File: src/rtl/bas_lfsr_pkg.sv
// Shared definitions for the twin 9-bit LFSR BFloat16 random source:
// framing constants, the next-state function and the checker FSM encoding.
package bas_lfsr_pkg;

    localparam int unsigned STATE_W = 9;
    localparam int unsigned WORD_W  = 16;
    localparam int unsigned EXP_W   = 5;

    localparam logic [EXP_W-1:0] EXP_FIELD = 5'b01111;
    localparam logic             BIT8      = 1'b1;
    localparam logic             BIT7      = 1'b0;

    typedef enum logic [1:0] {
        HUNT   = 2'd0,
        VERIFY = 2'd1,
        LOCKED = 2'd2
    } fsm_t;

    typedef struct packed {
        logic [STATE_W-1:0] state;
        logic               fmt_err;
        logic               degenerate;
        logic               mismatch;
    } lane_info_t;

    // Two independent sub-registers: bits [8:5] (4-bit) and [4:0] (5-bit).
    function automatic logic [STATE_W-1:0] lfsr9_next(input logic [STATE_W-1:0] s);
        return {s[7], s[6], s[5] ^ s[8], s[8], s[0], s[4], s[3] ^ s[0], s[2], s[1]};
    endfunction

endpackage

File: src/rtl/lfsr9_lane_decode.sv
// Per-lane unpack of a BFloat16 word into the 9-bit LFSR state, with framing,
// stuck-at-zero and prediction-compare flags.
module lfsr9_lane_decode
    import bas_lfsr_pkg::*;
(
    input  logic [WORD_W-1:0]  word,
    input  logic [STATE_W-1:0] pred,
    output lane_info_t         info_c
);

    logic [STATE_W-1:0] s;

    always_comb begin
        s                 = {word[15], word[9], word[6:0]};
        info_c.state      = s;
        info_c.fmt_err    = (word[14:10] != EXP_FIELD) || (word[8] != BIT8) || (word[7] != BIT7);
        info_c.degenerate = (s[8:5] == 4'd0) || (s[4:0] == 5'd0);
        info_c.mismatch   = (s != pred);
    end

endmodule

File: config.mk
export PLATFORM = sky130hd
export DESIGN_NAME = lfsr9_lane_decode
export DESIGN_NICKNAME = d
export VERILOG_FILES = /design/src/rtl/bas_lfsr_pkg.sv /design/src/rtl/lfsr9_lane_decode.sv
export SDC_FILE = /design/constraint.sdc
export NUM_CORES = 1
export LEC_CHECK = 0
export ABC_CLOCK_PERIOD_IN_PS = 1500
export CAP_MARGIN = 20
export CORE_AREA = 5 5 42 44
export DETAILED_ROUTE_END_ITERATION = 6
export DIE_AREA = 0 0 47 49
export PLACE_DENSITY = 0.66
export SLEW_MARGIN = 5
export SYNTH_ARGS = -nofsm -noshare
export SYNTH_HDL_FRONTEND = slang
export SYNTH_SLANG_ARGS = --single-unit
File: constraint.sdc
create_clock -name vclk -period 1.5
set_clock_uncertainty 0.15 [all_clocks]
set_input_delay 0.3 -clock vclk [all_inputs]
set_output_delay 0.3 -clock vclk [all_outputs]
set_load 0.005 [all_outputs]
## Yosys cells after proc, flatten, opt, wreduce, memory -nomap -nowiden

Index checks and enable logic that the tools add are counted.

- Bits in registers: 0
- Latch bits: 0
- Bits in writable memories: 0
- ROM bits: 0
- Input port bits: 25
- Word-level logic and storage cells: 8
- Memories: 0

- Add/subtract/negate cells: 0
- $mul: 0
- Divide/modulo/power cells: 0
- Magnitude comparators: 0
- Eq/ne operators: 2
- Shift-type cells: 0
- Multiplexer cells: 0
- Bitwise gates (word level): 1
- Reductions and logical operators: 5

Operators by type and width:

| kind | count |
|---|---|
| $ne A9 B9 Y1 | 1 |
| $logic_not A5 Y1 | 1 |
| $ne A5 B4 Y1 const B | 1 |
| $logic_not A4 Y1 | 1 |
| $logic_or A1 B1 Y1 | 3 |
| $not A1 Y1 | 1 |

## Logic depth before layout (Yosys ltp)

Gate-level depths: netlist of run 1.

- Depth in word-level cells: 3
- Mapped depth: 3

## Worst setup path after synthesis of run 1

Ideal clock, no wire load.

- Path kind: input-to-output
- From: input word[2]
- To: output info_c[1] (netlist bit)
- Arrival: 0.952 ns
- Required time: 1.050 ns
- Slack: 0.098 ns
- Stages on the path: 2
- Path through: or4_1 > o21ai_1

RTL lines:

| what | line | text |
|---|---|---|
| from (decl) | lfsr9_lane_decode.sv:6 | `input logic [WORD_W-1:0] word,` |
| to (decl) | lfsr9_lane_decode.sv:8 | `output lane_info_t info_c` |

==> implementation parameters, run 1 <==
Parameter                              Value

Floorplanning
  Starting density of the core    14.3%
  Die outline width    roughly 47 um
  Number of core rows    14
  Core footprint    approximately 1400 um^2
  Number of primary I/O pins    37
  Die height    about 49 um
  Overall die area    approximately 2300 um^2

Placed design
  HPWL reported at the end of detailed placement    777 um
  Instance area after placement    about 570 um^2
  Final weighted congestion in routability-driven placement    0.622
  Total of buffers placed on input and output ports    37

Timing
  Final period utilization    108%
  Setup slack after layout    -118 ps
  Final max-slew violation count    0
  Top achievable clock speed    a little over 0.6 GHz
  Final setup violation count    2
  Final hold viol count    0
  RSZ-0062 raised after global routing    yes
  Worst slew slack as a fraction of its limit    a little over four fifths
  Final period demand of the worst path    1620 ps
  Slew @ Worst Pin    248 ps
  Hold Slack    around 800 ps

Cells and area
  Clock buffer count    0
  Fraction of final layout cells sized beyond drive strength 1    41.7%
  Count of sequential standard cells    0
  Diodes inserted    0
  Register area    0 um^2
  Number of nets in the final layout    87
  Area of all placed cells without fillers    between 500 and 600 um^2
  Syn-to-layout area delta    176%
  Util after Layout    between 30 and 40%

Drt
  Antenna viol nets, final    0
  Overall routed net length    889 um
  Vias    about 310
  Via count normalized by instance count    about 4
  DRC    0
  Router iterations before antenna repair    1
  Violation count after the first detailed-routing iteration    0
  Routed length per instance    11.7 um

GRT
  Gr ovfl total    0
  Largest net degree at the start of global routing    4
  Via count of the first global-routing pass    just under 300
  Number of antenna violations at the first check in global routing    0
  Global router's overall resource usage    roughly 6.7%
  Wire length of the first global-routing pass    ~1200 um

Pwr
  LEAKAGE    about 0.24 nW
  Power density over the cells    231 nW/um^2
  Worst VDD drop    between 0.07 and 0.08 mV

Worst setup path
  Setup Crit Path Kind    primary input to primary output
  Type of destination of the critical path    primary output
  CP Buf/Inv Count    2
  Data arrival time at the worst-slack endpoint    between 1000 and 1500 ps
  Slowest library cell on the worst path    sky130_fd_sc_hd__or4_4
  Data required time at the worst endpoint    roughly 1100 ps
  Cell family with most CP delay    simple AND/OR/NAND/NOR gates
  Critical path's largest stage delay    around 480 ps
  Cells traversed along the worst timing path    clkdlybuf4s15_2 > or4_4 > o21ai_2 > buf_2
  Worst Path Max Fanout    3
  Sort of element at the start of the critical path    primary input

Yosys
  Post-synth net total    a little over 50
  Most frequent cells after synthesis    9 x sky130_fd_sc_hd__buf_4, 7 x sky130_fd_sc_hd__xor2_1, 2 x sky130_fd_sc_hd__nand4_1, 2 x sky130_fd_sc_hd__or4_1, 2 x sky130_fd_sc_hd__xnor2_1
  Most common cell in the netlist    sky130_fd_sc_hd__buf_4
  Top cell type by total area after synthesis    sky130_fd_sc_hd__buf_4
  Yosys warning count    0
  Sequential share of the synthesized area    0%
  Number of distinct library cell variants in the gate-level netlist after synthesis    9
  Synth top area cells    sky130_fd_sc_hd__buf_4 34%, sky130_fd_sc_hd__xor2_1 31%, sky130_fd_sc_hd__xnor2_1 8.8%
  Synth top area share    roughly a third
  Post-synthesis cell area    approximately 200 um^2
  Synth Instances    26
  Synth Area per Inst    between 7 and 8 um^2

CTS
  Count of hold-fix buffers inserted at cts    0
  Buffers inserted during post-CTS setup optimization    0

Worst hold path
  Class of the most critical hold timing path    primary input to primary output

Status
  Violated checks    negative setup slack
  Outcome    finished with violations

Run
  Number of maximum-capacitance constraint violations    0
==> where the power goes <==
part	total [mW]	leakage, nW	switching, mW	internal, mW
registers	0	0	0	0
logic	0.127	0.244	0.0419	0.0853
clock network	0	0	0	0
==> worst paths after layout <==
path | from | endpoint | slack, ps | depth (start not counted)
min | word[4] | info_c[1] | 800 | 4
max | word[5] | info_c[1] | -120 | 4
==> cell usage in the layout (no fill, tap or decap) <==
| cell type | synthesis | final |
|---|---|---|
| sky130_fd_sc_hd__buf_2 | 0 | 6 |
| sky130_fd_sc_hd__buf_4 | 9 | 5 |
| sky130_fd_sc_hd__buf_6 | 0 | 2 |
| sky130_fd_sc_hd__clkbuf_2 | 0 | 4 |
| sky130_fd_sc_hd__clkdlybuf4s15_1 | 0 | 6 |
| sky130_fd_sc_hd__clkdlybuf4s15_2 | 0 | 1 |
| sky130_fd_sc_hd__clkdlybuf4s50_1 | 0 | 10 |
| sky130_fd_sc_hd__dlygate4sd2_1 | 0 | 9 |
| sky130_fd_sc_hd__nand4_1 | 2 | 2 |
| sky130_fd_sc_hd__nor3_1 | 1 | 1 |
| sky130_fd_sc_hd__nor4_2 | 0 | 1 |
| sky130_fd_sc_hd__nor4bb_2 | 0 | 1 |
| sky130_fd_sc_hd__o21ai_2 | 0 | 1 |
| sky130_fd_sc_hd__or4_4 | 0 | 2 |
| sky130_fd_sc_hd__xnor2_1 | 2 | 2 |
| sky130_fd_sc_hd__xor2_1 | 7 | 5 |
| sky130_fd_sc_hd__xor2_2 | 0 | 2 |
==> cells by family after synthesis <==
kind of cell / Yosys count / synth area share [%]
buffers and inverters: 9 / 33.7
xor gates and xnor gates: 9 / 39.4
and+or+nand+nor: 7 / 24.4
AOI/OAI and AO/OA: 1 / 2.50
==> metrics by stage <==
step	power, mW	setup TNS (ps)	setup WS, ps	std cells
floorplan	0.0410	0	98.1	26
global placement	0.139	-5040	-850	76
detailed placement	0.140	-5070	-859	76
CTS	0.128	-342	-177	76
global route	0.138	-312	-160	76
finish	0.127	-227	-118	76
==> timing repair <==
action	in CTS	in global routing
endpoints found under the setup margin	12	3
pin swaps	10	8
resized for setup	61	12
hold endpoints to repair	0	0
==> final cells by class <==
cell class	count	area, um^2
multi-input cells	17	171
fillers	167	850
well taps	16	20.0
repair buffers	43	360
==> per-layer routing <==
layer	up-vias	track usage [%]	share of wire (%)	wire, um
met3	0	2.95	19	173
li1	149	-	-	-
met2	21	11.8	49	438
met1	135	7.84	31	277
met5	-	0	0	0
met4	0	0	0	0
(Power assumes the default switching activity.)
==> run 2: changes to the inputs <==
--- a/config.mk
+++ b/config.mk
@@ -11,7 +11,7 @@
 export DETAILED_ROUTE_END_ITERATION = 6
 export DIE_AREA = 0 0 47 49
 export PLACE_DENSITY = 0.66
-export SLEW_MARGIN = 5
+export SLEW_MARGIN = 0
 export SYNTH_ARGS = -nofsm -noshare
 export SYNTH_HDL_FRONTEND = slang
 export SYNTH_SLANG_ARGS = --single-unit
==> results of run 2 <==
The final DEF is identical to that of run 1; final timing and power are the same.
